File: config.mk
export PLATFORM = sky130hd
export DESIGN_NAME = riscq_image_streamer
export DESIGN_NICKNAME = d
export VERILOG_FILES = /design/src/rtl/riscq_image_streamer.sv
export SDC_FILE = /design/constraint.sdc
export NUM_CORES = 1
export LEC_CHECK = 0
export CORE_MARGIN = 4
export CORE_UTILIZATION = 55
export DETAILED_ROUTE_END_ITERATION = 8
export PLACE_DENSITY = 0.85
export SLEW_MARGIN = 20
export SYNTH_ARGS = -nofsm -noshare
export SYNTH_HDL_FRONTEND = slang
export SYNTH_SLANG_ARGS = --single-unit
File: constraint.sdc
create_clock -name i_clk -period 7.5 [get_ports i_clk]
set_clock_uncertainty 0.15 [all_clocks]
set_input_delay 1.5 -clock i_clk [delete_from_list [all_inputs] [get_ports i_clk]]
set_output_delay 1.5 -clock i_clk [all_outputs]
set_load 0.01 [all_outputs]
File: src/rtl/riscq_image_streamer.sv
// Host-side loader for the RISCQ init stream: pulses CPU reset low, then streams the
// instruction and data images, each closed by a terminator word, over valid/ready.
module riscq_image_streamer #(
  parameter int                ADDR_W         = 12,
  parameter int                DATA_W         = 32,
  parameter logic [DATA_W-1:0] TERM           = DATA_W'(32'hFFFF_FFFF),
  parameter int                CPU_RST_CYCLES = 10
) (
  input  logic              i_clk,
  input  logic              i_rst_n,
  input  logic              i_start,
  input  logic [ADDR_W:0]   i_inst_len,
  input  logic [ADDR_W:0]   i_data_len,
  output logic              o_imem_rd_en,
  output logic [ADDR_W-1:0] o_imem_raddr,
  input  logic [DATA_W-1:0] i_imem_rdata,
  output logic              o_dmem_rd_en,
  output logic [ADDR_W-1:0] o_dmem_raddr,
  input  logic [DATA_W-1:0] i_dmem_rdata,
  output logic              o_cpu_rst,
  output logic [DATA_W-1:0] o_data,
  output logic              o_data_valid,
  input  logic              i_ready,
  output logic              o_busy,
  output logic              o_done,
  output logic              o_collision
);

  localparam int RC_W = (CPU_RST_CYCLES > 1) ? $clog2(CPU_RST_CYCLES) : 1;

  typedef enum logic [2:0] {
    IDLE, CPU_RST, INST, INST_TERM, DATA, DATA_TERM, DONE
  } state_t;

  typedef enum logic [1:0] {
    SRC_INST, SRC_DATA, SRC_TERM
  } src_t;

  state_t            state;
  logic [RC_W-1:0]   rst_cnt;
  logic [ADDR_W:0]   inst_len_q;
  logic [ADDR_W:0]   data_len_q;
  logic [ADDR_W:0]   rd_addr;
  logic              term_sent;

  logic              inflight_v;
  src_t              inflight_src;
  logic              skid_v;
  logic [DATA_W-1:0] skid_data;

  logic              pop;
  logic [1:0]        occ;
  logic              room;
  logic              issue_term;
  logic              issue;
  src_t              issue_src;
  logic              start_acc;
  logic              last_xfer;
  logic [DATA_W-1:0] in_word;
  logic [ADDR_W:0]   rd_addr_nxt;

  // Terminators travel through the same one-cycle slot as buffer reads, so the
  // output queue sees a uniform latency and section boundaries need no bubbles.
  always_comb begin
    pop          = o_data_valid & i_ready;
    occ          = 2'(o_data_valid) + 2'(skid_v) + 2'(inflight_v) - 2'(pop);
    room         = (occ < 2'd2);
    start_acc    = (state == IDLE) && i_start;
    o_imem_rd_en = (state == INST) && room;
    o_dmem_rd_en = (state == DATA) && room;
    issue_term   = room && ((state == INST_TERM) || ((state == DATA_TERM) && !term_sent));
    issue        = o_imem_rd_en | o_dmem_rd_en | issue_term;
    o_imem_raddr = o_imem_rd_en ? rd_addr[ADDR_W-1:0] : '0;
    o_dmem_raddr = o_dmem_rd_en ? rd_addr[ADDR_W-1:0] : '0;
    rd_addr_nxt  = rd_addr + (ADDR_W+1)'(1);
    last_xfer    = pop && (state == DATA_TERM) && term_sent && !skid_v && !inflight_v;

    issue_src = SRC_TERM;
    if (o_imem_rd_en)      issue_src = SRC_INST;
    else if (o_dmem_rd_en) issue_src = SRC_DATA;

    case (inflight_src)
      SRC_INST: in_word = i_imem_rdata;
      SRC_DATA: in_word = i_dmem_rdata;
      default:  in_word = TERM;
    endcase
  end

  always_ff @(posedge i_clk or negedge i_rst_n) begin
    if (!i_rst_n) begin
      state      <= IDLE;
      rst_cnt    <= '0;
      inst_len_q <= '0;
      data_len_q <= '0;
      rd_addr    <= '0;
      term_sent  <= 1'b0;
      o_cpu_rst  <= 1'b1;
      o_busy     <= 1'b0;
      o_done     <= 1'b0;
    end else begin
      case (state)
        IDLE: begin
          if (i_start) begin
            inst_len_q <= i_inst_len;
            data_len_q <= i_data_len;
            rst_cnt    <= '0;
            rd_addr    <= '0;
            term_sent  <= 1'b0;
            o_cpu_rst  <= 1'b0;
            o_busy     <= 1'b1;
            state      <= CPU_RST;
          end
        end
        CPU_RST: begin
          if (rst_cnt == RC_W'(CPU_RST_CYCLES - 1)) begin
            o_cpu_rst <= 1'b1;
            rd_addr   <= '0;
            state     <= (inst_len_q == '0) ? INST_TERM : INST;
          end else begin
            rst_cnt <= rst_cnt + RC_W'(1);
          end
        end
        INST: begin
          if (o_imem_rd_en) begin
            if (rd_addr_nxt == inst_len_q) begin
              rd_addr <= '0;
              state   <= INST_TERM;
            end else begin
              rd_addr <= rd_addr_nxt;
            end
          end
        end
        INST_TERM: begin
          if (issue_term) begin
            state <= (data_len_q == '0) ? DATA_TERM : DATA;
          end
        end
        DATA: begin
          if (o_dmem_rd_en) begin
            if (rd_addr_nxt == data_len_q) begin
              rd_addr <= '0;
              state   <= DATA_TERM;
            end else begin
              rd_addr <= rd_addr_nxt;
            end
          end
        end
        DATA_TERM: begin
          if (issue_term) term_sent <= 1'b1;
          if (last_xfer) begin
            o_done <= 1'b1;
            o_busy <= 1'b0;
            state  <= DONE;
          end
        end
        DONE: begin
          o_done <= 1'b0;
          state  <= IDLE;
        end
        default: state <= IDLE;
      endcase
    end
  end

  // Output register plus skid; the issue credit guarantees the skid is free
  // whenever a word arrives during a stall.
  always_ff @(posedge i_clk or negedge i_rst_n) begin
    if (!i_rst_n) begin
      inflight_v   <= 1'b0;
      inflight_src <= SRC_TERM;
      skid_v       <= 1'b0;
      skid_data    <= '0;
      o_data       <= '0;
      o_data_valid <= 1'b0;
      o_collision  <= 1'b0;
    end else begin
      inflight_v   <= issue;
      inflight_src <= issue_src;

      if (start_acc) begin
        o_collision <= 1'b0;
      end else if (inflight_v && (inflight_src != SRC_TERM) && (in_word == TERM)) begin
        o_collision <= 1'b1;
      end

      if (!o_data_valid || pop) begin
        if (skid_v) begin
          o_data       <= skid_data;
          o_data_valid <= 1'b1;
          skid_v       <= inflight_v;
          skid_data    <= inflight_v ? in_word : '0;
        end else if (inflight_v) begin
          o_data       <= in_word;
          o_data_valid <= 1'b1;
        end else begin
          o_data       <= '0;
          o_data_valid <= 1'b0;
        end
      end else if (inflight_v) begin
        skid_data <= in_word;
        skid_v    <= 1'b1;
      end
    end
  end

endmodule

==> results of run 1 <==
flip-flops by register name, indices dropped and copies added, names as in the netlist:
name,count
state,3
rst_cnt,4
skid_v,1
inflight_src,2
o_busy,1
skid_data,32
o_data,32
inflight_v,1
o_data_valid,1
data_len_q,13
o_cpu_rst,1
o_collision,1
rd_addr,13
inst_len_q,13
term_sent,1
o_done,1
stage by stage:
stage	utilization	total power (uW)	std cells	hold slack, ns	cell area (um2)
after floorplan	-	1990	757	0.300	6730
after global placement	0.689	2410	1008	0.303	8270
after detailed placement	0.689	2490	1008	0.310	8270
after CTS	0.736	3290	1040	0.322	8850
after global routing	0.739	3530	1041	0.344	8880
final	0.739	3310	1041	0.318	8880
cell usage in the layout, fill, tap and decap left out, drive strengths merged, types with 4 or more instances in the layout:
| master | n |
|---|---|
| and2 | 48 |
| a211oi | 34 |
| xor2 | 12 |
| nor4 | 19 |
| nand4 | 9 |
| nand3 | 8 |
| buf | 7 |
| a211o | 7 |
| nor2 | 63 |
| inv | 13 |
| a21o | 7 |
| nand2b | 10 |
| clkbuf | 20 |
| clkinv | 7 |
| nor3 | 13 |
| a31oi | 5 |
| dfrtp | 118 |
| mux2 | 25 |
| clkdlybuf4s50 | 155 |
| and3 | 16 |
| xnor2 | 16 |
| nor2b | 6 |
| ha | 5 |
| nand2 | 87 |
| o21bai | 7 |
| o21a | 4 |
| o21ai | 81 |
| a21oi | 53 |
layout make-up:
| type | count | area, um2 | share of cell area |
|---|---|---|---|
| Multi-Input combinational cell | 567 | 3450 | 0.388 |
| Sequential cell | 120 | 3010 | 0.339 |
| Timing Repair Buffer | 162 | 1620 | 0.182 |
| Clock buffer | 20 | 447 | 0.0503 |
| Tap cell | 147 | 184 | 0.0207 |
| Clock inverter | 12 | 129 | 0.0145 |
| Inverter | 13 | 48.8 | 0.00550 |
cells in the mapped netlist, types with 12 or more instances:
| cell type | count |
|---|---|
| dfrtp_1 | 118 |
| nand2_1 | 87 |
| o21ai_0 | 81 |
| nor2_1 | 63 |
| a21oi_1 | 53 |
| and2_1 | 48 |
| clkbuf_1 | 41 |
| a211oi_1 | 33 |
| mux2_2 | 25 |
| nor4_1 | 19 |
| xnor2_1 | 16 |
| and3_1 | 15 |
| inv_1 | 13 |
| nor3_1 | 12 |
| xor2_1 | 12 |
metal layers:
layer	share of wire	vias to the layer above
met1	0.40	3068
met5	0	-
li1	-	2918
met2	0.48	351
met4	0.032	0
met3	0.091	59
final timing paths:
kind / start / to
worst max-delay path: i_ready / o_dmem_raddr[3]
worst min-delay path: o_cpu_rst / o_cpu_rst
worst max register to register: rd_addr[0] / rd_addr[4]
worst min register to register: o_cpu_rst / o_cpu_rst
max in group asynchronous: i_rst_n / data_len_q[10]
min in group asynchronous: i_rst_n / o_data[20]
power groups by stage:
stage               registers (uW)  clock network [uW]  logic, uW
floorplan                     1100                   0        890
global placement              1150                   0       1260
detailed placement            1170                   0       1320
CTS                           1160                 798       1330
global route                  1210                 831       1490
finish                        1170                 796       1350
critical path, delay by kind of cell:
| family | cells | cell delay (ns) |
|---|---|---|
| adder cells (fa/ha/maj) | 2 | 0.53 |
| buffers and inverters | 4 | 1.36 |
| AO/OA/AOI/OAI | 1 | 0.17 |
| XOR/XNOR | 1 | 0.23 |
| AND/OR/NAND/NOR | 3 | 1.20 |
cell families (layout without fill, tap and decap cells):
| kind of cell | Yosys count | count (layout) |
|---|---|---|
| AO/OA/AOI/OAI | 215 | 215 |
| XOR/XNOR | 29 | 29 |
| adder cells (fa/ha/maj) | 5 | 5 |
| buffers and inverters | 70 | 207 |
| flip-flops | 120 | 120 |
| multiplexers | 27 | 27 |
| AND/OR/NAND/NOR | 291 | 291 |
==> results.toml, run 1 <==
[grt]
grt_max_degree = 68
grt.overflow.total = 0
antenna_found_initial = 0
met1_usage = 0.363
track_usage = 0.292
grt_pass1_wl_um = 33200
met2_usage = 0.476
grt_pass1_vias = 6471
grt_busiest_layer = "met2"
met3_usage = 0.0813

[finish]
num_antenna_cells = 0
fillers = 849
final_nets = 980
areaGrowthSynthToFinish_pct = 31.8
drive_gt1_frac = 0.0861

[yosys]
synth_area_um2 = 6730
ys.flop_type = "dfrtp_1"
syn_avg_cell_area_um2 = 8.90
synthSimpleGateAreaFrac = 0.219
async_reset_ff_frac = 1.00
synthCells = 757
synth_top_family_by_area = "simple AND/OR/NAND/NOR gates"
ys_seq_area_frac = 0.446
netlist.top_cell.by_area = "dfrtp_1"
synth-seq-cells = 120
synth_cell_type_count = 59
synth_top_area_frac = 0.438
yosysWarnings = 0
synthTopCellsByArea = "dfrtp_1, o21ai_0, nand2_1, and2_1, mux2_2"
synth.area.mux_share = 0.0448
syn-num-nets = 856
synth-compound-area-share = 0.195
synth-adder-area-share = 0.00929
synth_edf_count = 0
synthXorXnorAreaFrac = 0.0398

[cts]
path_clk_slew_ns = 0.06
cts_setup_buffers = 0
holdBufCountCts = 0
htreeDepth = 4
cts_tree = "built"
cts_resized = 0
clock_latency_ns = 0.42
clock_sinks = 120
numCtsBuffers = 17
cts-root-buf = "clkbuf_16"
clockBufferDepth = 2

[pwr]
clock_power_share = 0.240
p_switching_uw = 1310
leakagePower_uw = 0.00377
power.share.combinational = 0.408
internal-power_uw = 2010
pwr_density_cell_nw_per_um2 = 373
switching_share = 0.395
seqPwrFrac = 0.352
ir_drop_mv = 0.236

[drt]
drtIter0Drc = 634
dr.pass1.iters = 5
viasPerCell = 6.14
antenna_left = 0
drc = 0
routed_wl_um = 20200
route.vias.total = 6396
wl_per_cell_um = 19.4

[die]
dieArea_um2 = 14100
start_util = 0.561
die_w_um = 119
placement_rows = 40
core_um2 = 12000
io_pins = 157
fp.dieH_um = 119

[run]
maxCapViolations = 0

[hold_path]
hold_depth = 2
hold_class = "flip-flop to flip-flop"

[sta]
max-slew-margin-rel = 0.302
rsz0062_at_grt = "no"
tns_ns = 0
setup_violations = 0
drv_slew = 0
period_minus_slack_ns = 6.64
finalCritPeriodShare = 0.885
fmax_mhz = 151
finalWorstSetupSlack_ns = 0.863
finalHoldViolations = 0
worst_pin_slew_ns = 1.04

[setup_path]
path_cells = "clkdlybuf4s50_1, and2_1, ha_1, inv_1, ha_1, a21oi_1, xnor2_1, nor3_1, buf_4, and2_1, clkdlybuf4s50_1"
reg2reg_slack_ns = 3.22
critical_path_required_ns = 5.85
slowest_delay_ns = 0.86
cp_max_fo = 10
path_class = "input port to output port"
endpoint_kind = "output port"
slowest_stage = "nor3_1"
rr_worst_depth = 9
cp.arrival_ns = 4.99
start_kind = "input port"

[placed_design]
io_buffer_count = 156
place_hpwl_um = 14000
dp_slack_ns = 0.888
place.gp.congestion = 0.925

[outcome]
status = "finished, final reports clean"
Note: power is estimated with default switching activity, not from simulation.
==> run 2, diff against run 1 <==
- CORE_MARGIN: 4 -> 8
==> run 2 against run 1 <==
Via count up 1.8%. Core utilization about the same. Die area is 14% higher. Maximum frequency is 6.1% higher. Global-route usage fell by 3.0 points. Sequential share of layout area rose by 0.16 points. Wire length up 4.4%. Power fell by 0.73%. Sequential power about the same. Combinational power hardly changed. Non-clock buffer count decreased by 1. Critical endpoint is now o_imem_rd_en. Largest power group unchanged. Clock power decreased by 3.8%.
==> results.toml, run 2 (synthesis results as in run 1) <==
[outcome]
status = "finished, final reports clean"

[pwr]
p_switching_uw = 1330
seqPwrFrac = 0.362
power_uw = 3290
power.share.combinational = 0.405
internal-power_uw = 1960
ir_drop_mv = 0.249
switching_share = 0.404
pwr_density_cell_nw_per_um2 = 372
clock_power_share = 0.233
leakagePower_uw = 0.00374

[setup_path]
rr_worst_depth = 9
reg2reg_slack_ns = 3.40
slowest_delay_ns = 0.57
cp_max_fo = 14
crit_end = "o_imem_rd_en"
crit_path_start = "i_ready"
path_cells = "clkdlybuf4s50_1, and2_1, ha_1, inv_1, ha_1, a21oi_1, xnor2_1, nor2_1, and2_1, clkdlybuf4s50_1"
critical_path_required_ns = 5.85
start_kind = "input port"
endpoint_kind = "output port"
reg2reg_from = "rd_addr[0]"
r2r_end = "rd_addr[12]"
path_class = "input port to output port"
cp.arrival_ns = 4.61
slowest_stage = "nor2_1"

[drt]
dr.pass1.iters = 6
routed_wl_um = 21100
wl_per_cell_um = 20.3
drtIter0Drc = 726
drc = 0
antenna_left = 0
viasPerCell = 6.26
route.vias.total = 6514

[finish]
areaGrowthSynthToFinish_pct = 31.2
num_antenna_cells = 0
mostFrequentLayoutCell = "clkdlybuf4s50_1"
design_area_um2 = 8840
drive_gt1_frac = 0.0851
final_cells = 1040
final_nets = 979
final_cell_mix = "clkdlybuf4s50_1, dfrtp_1, nand2_1, o21ai_0, nor2_1"
reg_top3 = "o_data: 32 flops, skid_data: 32 flops"
fillers = 849

[die]
start_util = 0.563
dieArea_um2 = 16000
core_um2 = 12000
fp.dieH_um = 127
placement_rows = 40
io_pins = 157
die_w_um = 127

[sta]
finalCritPeriodShare = 0.834
drv_slew = 0
worst_pin_slew_ns = 1.11
tns_ns = 0
rsz0062_at_grt = "no"
setup_violations = 0
period_minus_slack_ns = 6.26
fmax_mhz = 160
max-slew-margin-rel = 0.258
finalHoldViolations = 0

[placed_design]
io_buffer_count = 156
place_hpwl_um = 14800
place.gp.congestion = 0.902
placed_area_um2 = 8270
place_inst = 1008

[cts]
numCtsBuffers = 17
holdBufCountCts = 0
clockBufferDepth = 2
cts_setup_buffers = 0
clock_latency_ns = 0.41
cts_tree = "built"
htreeDepth = 4
cts_resized = 0
cts-root-buf = "clkbuf_16"
clock_sinks = 120
path_clk_slew_ns = 0.06

[grt]
antenna_found_initial = 0
grt_max_degree = 67
grt_pass1_vias = 6591
grt_pass1_wl_um = 33600
track_usage = 0.262
grt.overflow.total = 0

[run]
maxCapViolations = 0

[hold_path]
hold_class = "flip-flop to flip-flop"
run 2: cell types whose count changed in the layout (fill, tap and decap cells not counted), sizes merged:
cell      before  now
buf            7    6
clkinvlp       3    5
inv           13   15
clkinv         7    5
clkbuf        20   19
bufinv         2    1
run 2: worst min path at each step:
stage / cells past startpoint / slack (ns) / start / endpoint
finish: 2 / 0.33 / o_data[27] / o_data[27]
global placement: 2 / 0.30 / o_cpu_rst / o_cpu_rst
floorplan: 2 / 0.30 / skid_data[0] / skid_data[0]
detailed placement: 2 / 0.31 / o_cpu_rst / o_cpu_rst
CTS: 2 / 0.33 / o_cpu_rst / o_cpu_rst
global route: 1 / 0.35 / term_sent / term_sent
run 2: final cells by class:
cell class,count,area [um2],share of cell area
clock buffer,19,433,0.0490
clock inverter,13,125,0.0142
inverter,13,48.8,0.00552
multi-input combinational,567,3440,0.390
sequential,120,3010,0.340
tap,147,184,0.0208
timing repair buffer,161,1600,0.181
run 2: through the flow:
stage,worst slack (ns),hold slack (ns),util
after detailed placement,1.27,0.314,0.692
after CTS,1.26,0.332,0.738
final,1.24,0.328,0.739
after global placement,1.37,0.303,0.691
after global routing,1.01,0.351,0.739
after floorplan,2.40,0.300,-
run 2: power by group through the flow:
stage	clock network [uW]	logic (uW)	registers, uW
6_report	766	1330	1190
5_1_grt	801	1460	1220
4_1_cts	772	1320	1180
3_5_place_dp	0	1300	1190
3_3_place_gp	0	1240	1170
2_1_floorplan	0	890	1100
run 2: metal layers:
layer	track usage	part of all wire	up-vias
li1	-	-	2919
met1	0.304	0.39	3151
met2	0.433	0.48	383
met3	0.0762	0.096	61
met4	0.134	0.035	0
met5	0	0	-
run 2: worst max-delay path: cells and delay by family:
family | cells | cell delay (ns)
buffers and inverters | 3 | 1.08
and+or+nand+nor | 3 | 1.08
adders and majority gates | 2 | 0.53
xor gates and xnor gates | 1 | 0.23
AOI/OAI and AO/OA | 1 | 0.18
